[src/rtl/msx_pkg.sv]
// Shared definitions for the MSX host cycle sequencer: register map, control byte, request and state types.
// Latency: none, constants and types only.
// Backpressure: not applicable.
package msx_pkg;

    localparam logic [1:0] REG_CTRL = 2'd0;
    localparam logic [1:0] REG_AHI  = 2'd1;
    localparam logic [1:0] REG_ALO  = 2'd2;
    localparam logic [1:0] REG_DAT  = 2'd3;
    localparam logic [1:0] REG_STAT = 2'd0;
    localparam logic [1:0] REG_BUS  = 2'd1;

    localparam int STAT_NWAIT = 0;
    localparam int STAT_INT   = 1;

    localparam int CTL_RD    = 7;
    localparam int CTL_WR    = 6;
    localparam int CTL_IORQ  = 5;
    localparam int CTL_MERQ  = 4;
    localparam int CTL_SLTSL = 3;
    localparam int CTL_RESET = 2;

    localparam logic [7:0] CTL_MEM_WR  = 8'((1 << CTL_WR) | (1 << CTL_MERQ) | (1 << CTL_SLTSL));
    localparam logic [7:0] CTL_MEM_RD  = 8'((1 << CTL_RD) | (1 << CTL_MERQ) | (1 << CTL_SLTSL));
    localparam logic [7:0] CTL_IO_WR   = 8'((1 << CTL_WR) | (1 << CTL_IORQ));
    localparam logic [7:0] CTL_IO_RD   = 8'((1 << CTL_RD) | (1 << CTL_IORQ));
    localparam logic [7:0] CTL_BUS_RST = 8'(1 << CTL_RESET);
    localparam logic [7:0] CTL_RELEASE = 8'h00;

    localparam logic [1:0] KIND_MEM = 2'd0;
    localparam logic [1:0] KIND_IO  = 2'd1;
    localparam logic [1:0] KIND_RST = 2'd2;
    localparam logic [1:0] KIND_RSV = 2'd3;

    typedef enum logic [3:0] {
        ST_INIT, ST_IDLE, ST_AHI, ST_ALO, ST_DAT, ST_CTRL,
        ST_HOLD, ST_POLL, ST_RDATA, ST_REL, ST_RESP
    } state_e;

    typedef enum logic [1:0] {PH_SETUP, PH_LOW, PH_HIGH} phase_e;

    typedef struct packed {
        logic [1:0]  kind;
        logic        write;
        logic [15:0] addr;
        logic [7:0]  wdata;
    } req_t;

    function automatic logic kind_is_reset(input logic [1:0] kind);
        return (kind == KIND_RST) || (kind == KIND_RSV);
    endfunction

    function automatic logic [7:0] ctrl_byte(input logic [1:0] kind, input logic write);
        logic [7:0] b;
        case (kind)
            KIND_MEM: b = write ? CTL_MEM_WR : CTL_MEM_RD;
            KIND_IO:  b = write ? CTL_IO_WR : CTL_IO_RD;
            default:  b = CTL_BUS_RST;
        endcase
        return b;
    endfunction

endpackage

[src/rtl/msx_port_strobe.sv]
// Performs one register access on the msxbus parallel port: setup, low, high phases of STB_CYC clocks each.
// Latency: 3*STB_CYC clocks from start; done pulses on the final clock, when rdata carries mdata_in.
// Backpressure: none; start on the done cycle chains the next access with no idle gap.
module msx_port_strobe
    import msx_pkg::*;
#(
    parameter int STB_CYC = 2
) (
    input  logic       clk,
    input  logic       rst,
    input  logic       start,
    input  logic       is_write,
    input  logic [1:0] acc_addr,
    input  logic [7:0] wdata,
    output logic       busy,
    output logic       done,
    output logic [7:0] rdata,
    output logic       mcs,
    output logic       mw,
    output logic       mclk,
    output logic [1:0] maddr,
    output logic [7:0] mdata_out,
    output logic       mdata_oe,
    input  logic [7:0] mdata_in
);

    localparam int CW = (STB_CYC > 1) ? $clog2(STB_CYC) : 1;
    localparam logic [CW-1:0] CNT_LAST = CW'(STB_CYC - 1);

    phase_e     phase;
    logic [CW-1:0] cnt;
    logic       wr_q;
    logic [1:0] addr_q;
    logic [7:0] data_q;

    always_ff @(posedge clk or posedge rst) begin
        if (rst) begin
            busy   <= 1'b0;
            phase  <= PH_SETUP;
            cnt    <= '0;
            wr_q   <= 1'b0;
            addr_q <= '0;
            data_q <= '0;
        end else if (start) begin
            busy   <= 1'b1;
            phase  <= PH_SETUP;
            cnt    <= '0;
            wr_q   <= is_write;
            addr_q <= acc_addr;
            data_q <= wdata;
        end else if (busy) begin
            if (cnt == CNT_LAST) begin
                cnt <= '0;
                if (phase == PH_HIGH) busy  <= 1'b0;
                else                  phase <= (phase == PH_SETUP) ? PH_LOW : PH_HIGH;
            end else begin
                cnt <= cnt + 1'b1;
            end
        end
    end

    assign done  = busy && (phase == PH_HIGH) && (cnt == CNT_LAST);
    assign rdata = done ? mdata_in : 8'h00;

    // Pins fall back to their idle levels whenever no access is in progress.
    assign mcs       = ~busy;
    assign mclk      = ~(busy && (phase == PH_LOW));
    assign mw        = busy ? ~wr_q : 1'b1;
    assign maddr     = busy ? addr_q : 2'd0;
    assign mdata_oe  = busy && wr_q;
    assign mdata_out = (busy && wr_q) ? data_q : 8'h00;

endmodule

[src/rtl/msx_cycle_seq.sv]
// Turns one MSX bus request into ordered msxbus register accesses and returns data/status.
// Latency: 41 clocks accept-to-response at defaults with nwait ready; +6 per extra poll.
// Backpressure: req_ready only in IDLE (one transaction in flight); response held until rsp_ready.
module msx_cycle_seq
    import msx_pkg::*;
#(
    parameter int STB_CYC  = 2,
    parameter int HOLD_CYC = 4,
    parameter int RST_CYC  = 64,
    parameter int WAIT_MAX = 255
) (
    input  logic        clk,
    input  logic        rst,
    input  logic        req_valid,
    output logic        req_ready,
    input  logic [1:0]  req_kind,
    input  logic        req_write,
    input  logic [15:0] req_addr,
    input  logic [7:0]  req_wdata,
    output logic        rsp_valid,
    input  logic        rsp_ready,
    output logic [7:0]  rsp_rdata,
    output logic [1:0]  rsp_status,
    output logic        mcs,
    output logic        mw,
    output logic        mclk,
    output logic [1:0]  maddr,
    output logic [7:0]  mdata_out,
    output logic        mdata_oe,
    input  logic [7:0]  mdata_in
);

    state_e      state, state_nxt;
    req_t        req_q, cur;
    logic        launch, accept, hold_last, poll_last, nwait;
    logic        acc_wr;
    logic [1:0]  acc_addr;
    logic [7:0]  acc_data;
    logic        stb_busy, stb_done;
    logic [7:0]  stb_rdata;
    logic [15:0] hold_cnt;
    logic [7:0]  poll_cnt;
    logic [7:0]  rdata_q;
    logic [1:0]  status_q;

    // In IDLE the first access launches in the accept cycle, before req_q is loaded.
    assign cur       = (state == ST_IDLE) ? req_t'{req_kind, req_write, req_addr, req_wdata} : req_q;
    assign accept    = (state == ST_IDLE) && req_valid;
    assign nwait     = stb_rdata[STAT_NWAIT];
    assign poll_last = (poll_cnt == 8'(WAIT_MAX - 1));
    assign hold_last = (hold_cnt == (kind_is_reset(req_q.kind) ? 16'(RST_CYC - 1) : 16'(HOLD_CYC - 1)));

    always_comb begin
        state_nxt = state;
        launch    = 1'b0;
        case (state)
            ST_INIT: begin
                if (stb_done)       state_nxt = ST_IDLE;
                else if (!stb_busy) launch    = 1'b1;
            end
            ST_IDLE: if (req_valid) begin
                launch    = 1'b1;
                state_nxt = kind_is_reset(cur.kind) ? ST_CTRL : ST_AHI;
            end
            ST_AHI: if (stb_done) begin
                launch    = 1'b1;
                state_nxt = ST_ALO;
            end
            ST_ALO: if (stb_done) begin
                launch    = 1'b1;
                state_nxt = cur.write ? ST_DAT : ST_CTRL;
            end
            ST_DAT: if (stb_done) begin
                launch    = 1'b1;
                state_nxt = ST_CTRL;
            end
            ST_CTRL: if (stb_done) state_nxt = ST_HOLD;
            ST_HOLD: if (hold_last) begin
                launch    = 1'b1;
                state_nxt = kind_is_reset(cur.kind) ? ST_REL : ST_POLL;
            end
            ST_POLL: if (stb_done) begin
                launch = 1'b1;
                if (nwait)          state_nxt = cur.write ? ST_REL : ST_RDATA;
                else if (poll_last) state_nxt = ST_REL;
                else                state_nxt = ST_POLL;
            end
            ST_RDATA: if (stb_done) begin
                launch    = 1'b1;
                state_nxt = ST_REL;
            end
            ST_REL:  if (stb_done)  state_nxt = ST_RESP;
            ST_RESP: if (rsp_ready) state_nxt = ST_IDLE;
            default: state_nxt = ST_INIT;
        endcase
    end

    // Access parameters follow the state being entered; INIT and REL both write the release byte.
    always_comb begin
        acc_wr   = 1'b1;
        acc_addr = REG_CTRL;
        acc_data = CTL_RELEASE;
        case (state_nxt)
            ST_AHI:  begin acc_addr = REG_AHI; acc_data = cur.addr[15:8]; end
            ST_ALO:  begin acc_addr = REG_ALO; acc_data = cur.addr[7:0]; end
            ST_DAT:  begin acc_addr = REG_DAT; acc_data = cur.wdata; end
            ST_CTRL: acc_data = ctrl_byte(cur.kind, cur.write);
            ST_POLL: begin acc_wr = 1'b0; acc_addr = REG_STAT; acc_data = 8'h00; end
            ST_RDATA: begin acc_wr = 1'b0; acc_addr = REG_BUS; acc_data = 8'h00; end
            default: ;
        endcase
    end

    always_ff @(posedge clk or posedge rst) begin
        if (rst) begin
            state    <= ST_INIT;
            req_q    <= '0;
            hold_cnt <= '0;
            poll_cnt <= '0;
            rdata_q  <= '0;
            status_q <= '0;
        end else begin
            state    <= state_nxt;
            hold_cnt <= (state == ST_HOLD) ? hold_cnt + 16'd1 : 16'd0;
            if (accept) begin
                req_q    <= cur;
                poll_cnt <= '0;
                rdata_q  <= '0;
                status_q <= '0;
            end
            if (state == ST_POLL && stb_done) begin
                status_q[1] <= stb_rdata[STAT_INT];
                if (!nwait) begin
                    poll_cnt <= poll_cnt + 8'd1;
                    if (poll_last) status_q[0] <= 1'b1;
                end
            end
            if (state == ST_RDATA && stb_done) rdata_q <= stb_rdata;
        end
    end

    assign req_ready  = (state == ST_IDLE);
    assign rsp_valid  = (state == ST_RESP);
    assign rsp_rdata  = rsp_valid ? rdata_q : 8'h00;
    assign rsp_status = rsp_valid ? status_q : 2'b00;

    msx_port_strobe #(.STB_CYC(STB_CYC)) u_strobe (
        .clk       (clk),
        .rst       (rst),
        .start     (launch),
        .is_write  (acc_wr),
        .acc_addr  (acc_addr),
        .wdata     (acc_data),
        .busy      (stb_busy),
        .done      (stb_done),
        .rdata     (stb_rdata),
        .mcs       (mcs),
        .mw        (mw),
        .mclk      (mclk),
        .maddr     (maddr),
        .mdata_out (mdata_out),
        .mdata_oe  (mdata_oe),
        .mdata_in  (mdata_in)
    );

endmodule

[config.mk]
export PLATFORM = sky130hd
export DESIGN_NAME = msx_cycle_seq
export DESIGN_NICKNAME = d
export VERILOG_FILES = /design/src/rtl/msx_pkg.sv /design/src/rtl/msx_port_strobe.sv /design/src/rtl/msx_cycle_seq.sv
export SDC_FILE = /design/constraint.sdc
export NUM_CORES = 1
export LEC_CHECK = 0
export ABC_CLOCK_PERIOD_IN_PS = 3200
export CAP_MARGIN = 20
export CORE_MARGIN = 2
export CORE_UTILIZATION = 55
export CTS_BUF_LIST = sky130_fd_sc_hd__clkbuf_8 sky130_fd_sc_hd__clkbuf_16
export DETAILED_ROUTE_END_ITERATION = 10
export PLACE_DENSITY = 0.81
export SLEW_MARGIN = 5
export SYNTH_ARGS = -nofsm -noshare
export SYNTH_HDL_FRONTEND = slang
export SYNTH_SLANG_ARGS = --single-unit
[constraint.sdc]
create_clock -name clk -period 3.2 [get_ports clk]
set_input_delay 0.48 -clock clk [delete_from_list [all_inputs] [get_ports clk]]
set_output_delay 0.48 -clock clk [all_outputs]
set_load 0.005 [all_outputs]
==> out/metrics.yaml <==
cells_and_area:
  stdcell_count: 663
  areaGrowthSynthToFinish_pct: 21.1
  layout-drive-gt1-share_pct: 9.63
  n_antenna_cell: 0
  fin_util_pct: 68.9
  ff_latch_area_um2: 2000
  multi_input_area_um2: 2220
  fillers: 621
  nets: 598
hold_path:
  hp-start: "req_q[13]"
  hold_class: "register to register"
  hold_depth: 2
  holdPathEnd: "req_q[13]"
sta:
  tightest_slew_ps: 590
  max_freq_mhz: 331
  slew_viol_final: 0
  finalSetupViolCount: 0
  hold_slack_ps: 475
  post-route-period-util_pct: 94.5
  min_period_ps: 3020
  fin_worst_skew_ps: 11.4
  maxSlewHeadroom_pct: 60.2
  tns_ps: 0
  final-hold-violation-count: 0
  rsz0062_at_grt: "yes"
power_and_ir_drop:
  comb_power_share_pct: 45.4
  power_mw: 3.91
  p_sw_share_pct: 38.2
  p_clk_share_pct: 16.7
  vdd_drop_max_v: 0.000450
  seq_power_share_pct: 37.9
  p_per_area_nw_per_um2: 729
  leakage_nw: 2.39
  p_sw_mw: 1.49
  intPower_mw: 2.41
worst_setup_path:
  setup.worst_path.start: "hold_cnt[7]"
  crit_path_end_kind: "register"
  regToRegEndpoint: "u_strobe.addr_q[0]"
  worstSetupStartpointType: "register"
  cp.required_ps: 3480
  crit_type: "register to register"
  rrSetupSlack_ps: 180
  r2r_cells: 8
  rr_startpoint: "hold_cnt[7]"
  arrival_ps: 3300
  worstPathMaxFanout: 10
global_routing:
  grt_pass1_wl_mm: 17.4
  grt_max_degree: 81
  grtUsageMet1_pct: 31.8
  top_usage_layer: "met2"
  grt_overflow: 0
  grt_usage_pct: 25.1
  gr-usage-met3_pct: 6.02
  antenna_found_initial: 0
  use_met2_pct: 42.1
  grt_pass1_vias: 3811
routing:
  vias_per_cell: 5.68
  ant_nets: 0
  vias: 3766
  wl_mm: 10.2
  initialDrtViolationCount: 215
  wire_per_inst_um: 15.4
  firstDrtPassIters: 4
  route.detailed.drc: 0
run:
  drv_cap: 0
clock_tree:
  cts_setup_buffers: 0
  clock_tree.root_cell: "clkbuf_8"
  ctsResizeCount: 0
  tritoncts: "done"
  clock_sinks: 80
  cts_max_level: 3
  hold_buffers: 0
  clock_latency_ps: 360
  clock_path_buffers: 2
  path_clk_slew_ps: 80
  cts_buffers: 9
yosys:
  ys_types: 60
  syn_inst: 489
  synth-seq-cells: 80
  async_reset_ff_share_pct: 100
  synth_edf_count: 0
  netlist_area_um2: 4420
  yosysSeqAreaShare_pct: 45.3
  synthesis.yosys.warnings: 0
  synth_top_flop_cell: "dfrtp_1"
  syn_area_per_cell_um2: 9.04
  synth_fp_nets: 531
die:
  die_area_um2: 8770
  rows: 32
  start_util_pct: 56.9
  die_h_um: 93.7
  die_x_um: 93.7
  io_pins: 65
  core_um2: 7770
place:
  place.gp.congestion: 0.892
  place_hpwl_mm: 7.12
  portBuffers: 64
  dpl.cell_count: 646
run_status:
  outcome: "completed"
[stage by stage]
| stage | worst slack [ps] | area, µm² |
|---|---|---|
| floorplan | 302 | 4420 |
| global route | -5.19 | 5350 |
| global placement | 255 | 5180 |
| finish | 176 | 5350 |
| CTS | 180 | 5350 |
| detailed placement | 192 | 5180 |
[layout make-up]
cell class / count / share of cell area (%)
repair buffers: 82 / 14.7
clock buffers: 9 / 2.31
clock inverters: 7 / 0.771
inverters: 14 / 0.982
flip-flops and latches: 80 / 37.4
multi-input cells: 369 / 41.5
well taps: 102 / 2.38
[cell families after synthesis]
group / Yosys count / share of synthesized area, %
buf+inv: 40 / 4.50
compound gates: 66 / 10.7
xor+xnor: 14 / 2.77
mux: 24 / 7.22
flops: 80 / 45.3
fa+ha+maj: 3 / 0.849
simple gates: 262 / 28.7
[power groups by stage]
stage / clock, mW / combinational, mW / sequential, mW
6_report: 0.653 / 1.77 / 1.48
5_1_grt: 0.702 / 1.97 / 1.52
4_1_cts: 0.662 / 1.77 / 1.48
3_5_place_dp: 0 / 1.76 / 1.50
3_3_place_gp: 0 / 1.70 / 1.47
2_1_floorplan: 0 / 1.30 / 1.41
[worst max-delay path: stages (launching register included)]
cell	delay, ps
dfrtp_1	420
or4_1	550
or4_1	480
or3_4	400
a21oi_4	170
o311ai_4	150
nor3b_4	440
o21ba_2	220
o22ai_1	130
[flip-flops by register name (all words and copies together), names as in the netlist, 2 cells and up]
register	count
u_strobe.data_q	8
status_q	2
rdata_q	8
u_strobe.addr_q	2
hold_cnt	16
poll_cnt	8
state	4
req_q	27
u_strobe.phase	2
[synthesized netlist by cell type, drive strengths merged (8+ instances only)]
master / n / area (µm²)
a21oi: 13 / 76.3
and2: 16 / 101
and3: 12 / 76.3
buf: 9 / 72.6
clkbuf: 17 / 73.8
dfrtp: 80 / 2000
inv: 14 / 52.6
mux2i: 15 / 150
nand2: 122 / 458
nand3: 28 / 140
nor2: 39 / 146
o21ai: 17 / 85.1
xor2: 8 / 70.1
[metal layers]
metal	vias to the layer above	wire, µm
li1	1816	-
met1	1836	4400
met2	97	5130
met3	17	498
met4	0	156
met5	-	0
[cells in the final DEF (no fill, tap or decap), drive strengths merged, types with 4 or more instances in the layout]
cell	n
nand2	122
dfrtp	80
clkdlybuf4s50	64
nor2	39
nand3	28
o21ai	17
buf	17
inv	16
and2	16
mux2i	15
a21oi	13
and3	12
clkbuf	10
xor2	8
nand2b	7
nand4	7
o211ai	6
xnor2	6
mux4	6
or3	6
nor2b	5
a31oi	5
or4	4
o221ai	4
[worst max path at each step]
stage	endpoint	cells past startpoint
after floorplan	u_strobe.data_q[4]	9
after global routing	u_strobe.data_q[4]	8
after detailed placement	u_strobe.addr_q[0]	8
after CTS	u_strobe.addr_q[0]	8
after global placement	u_strobe.addr_q[0]	8
final	u_strobe.addr_q[0]	8
(Power assumes the default switching activity.)
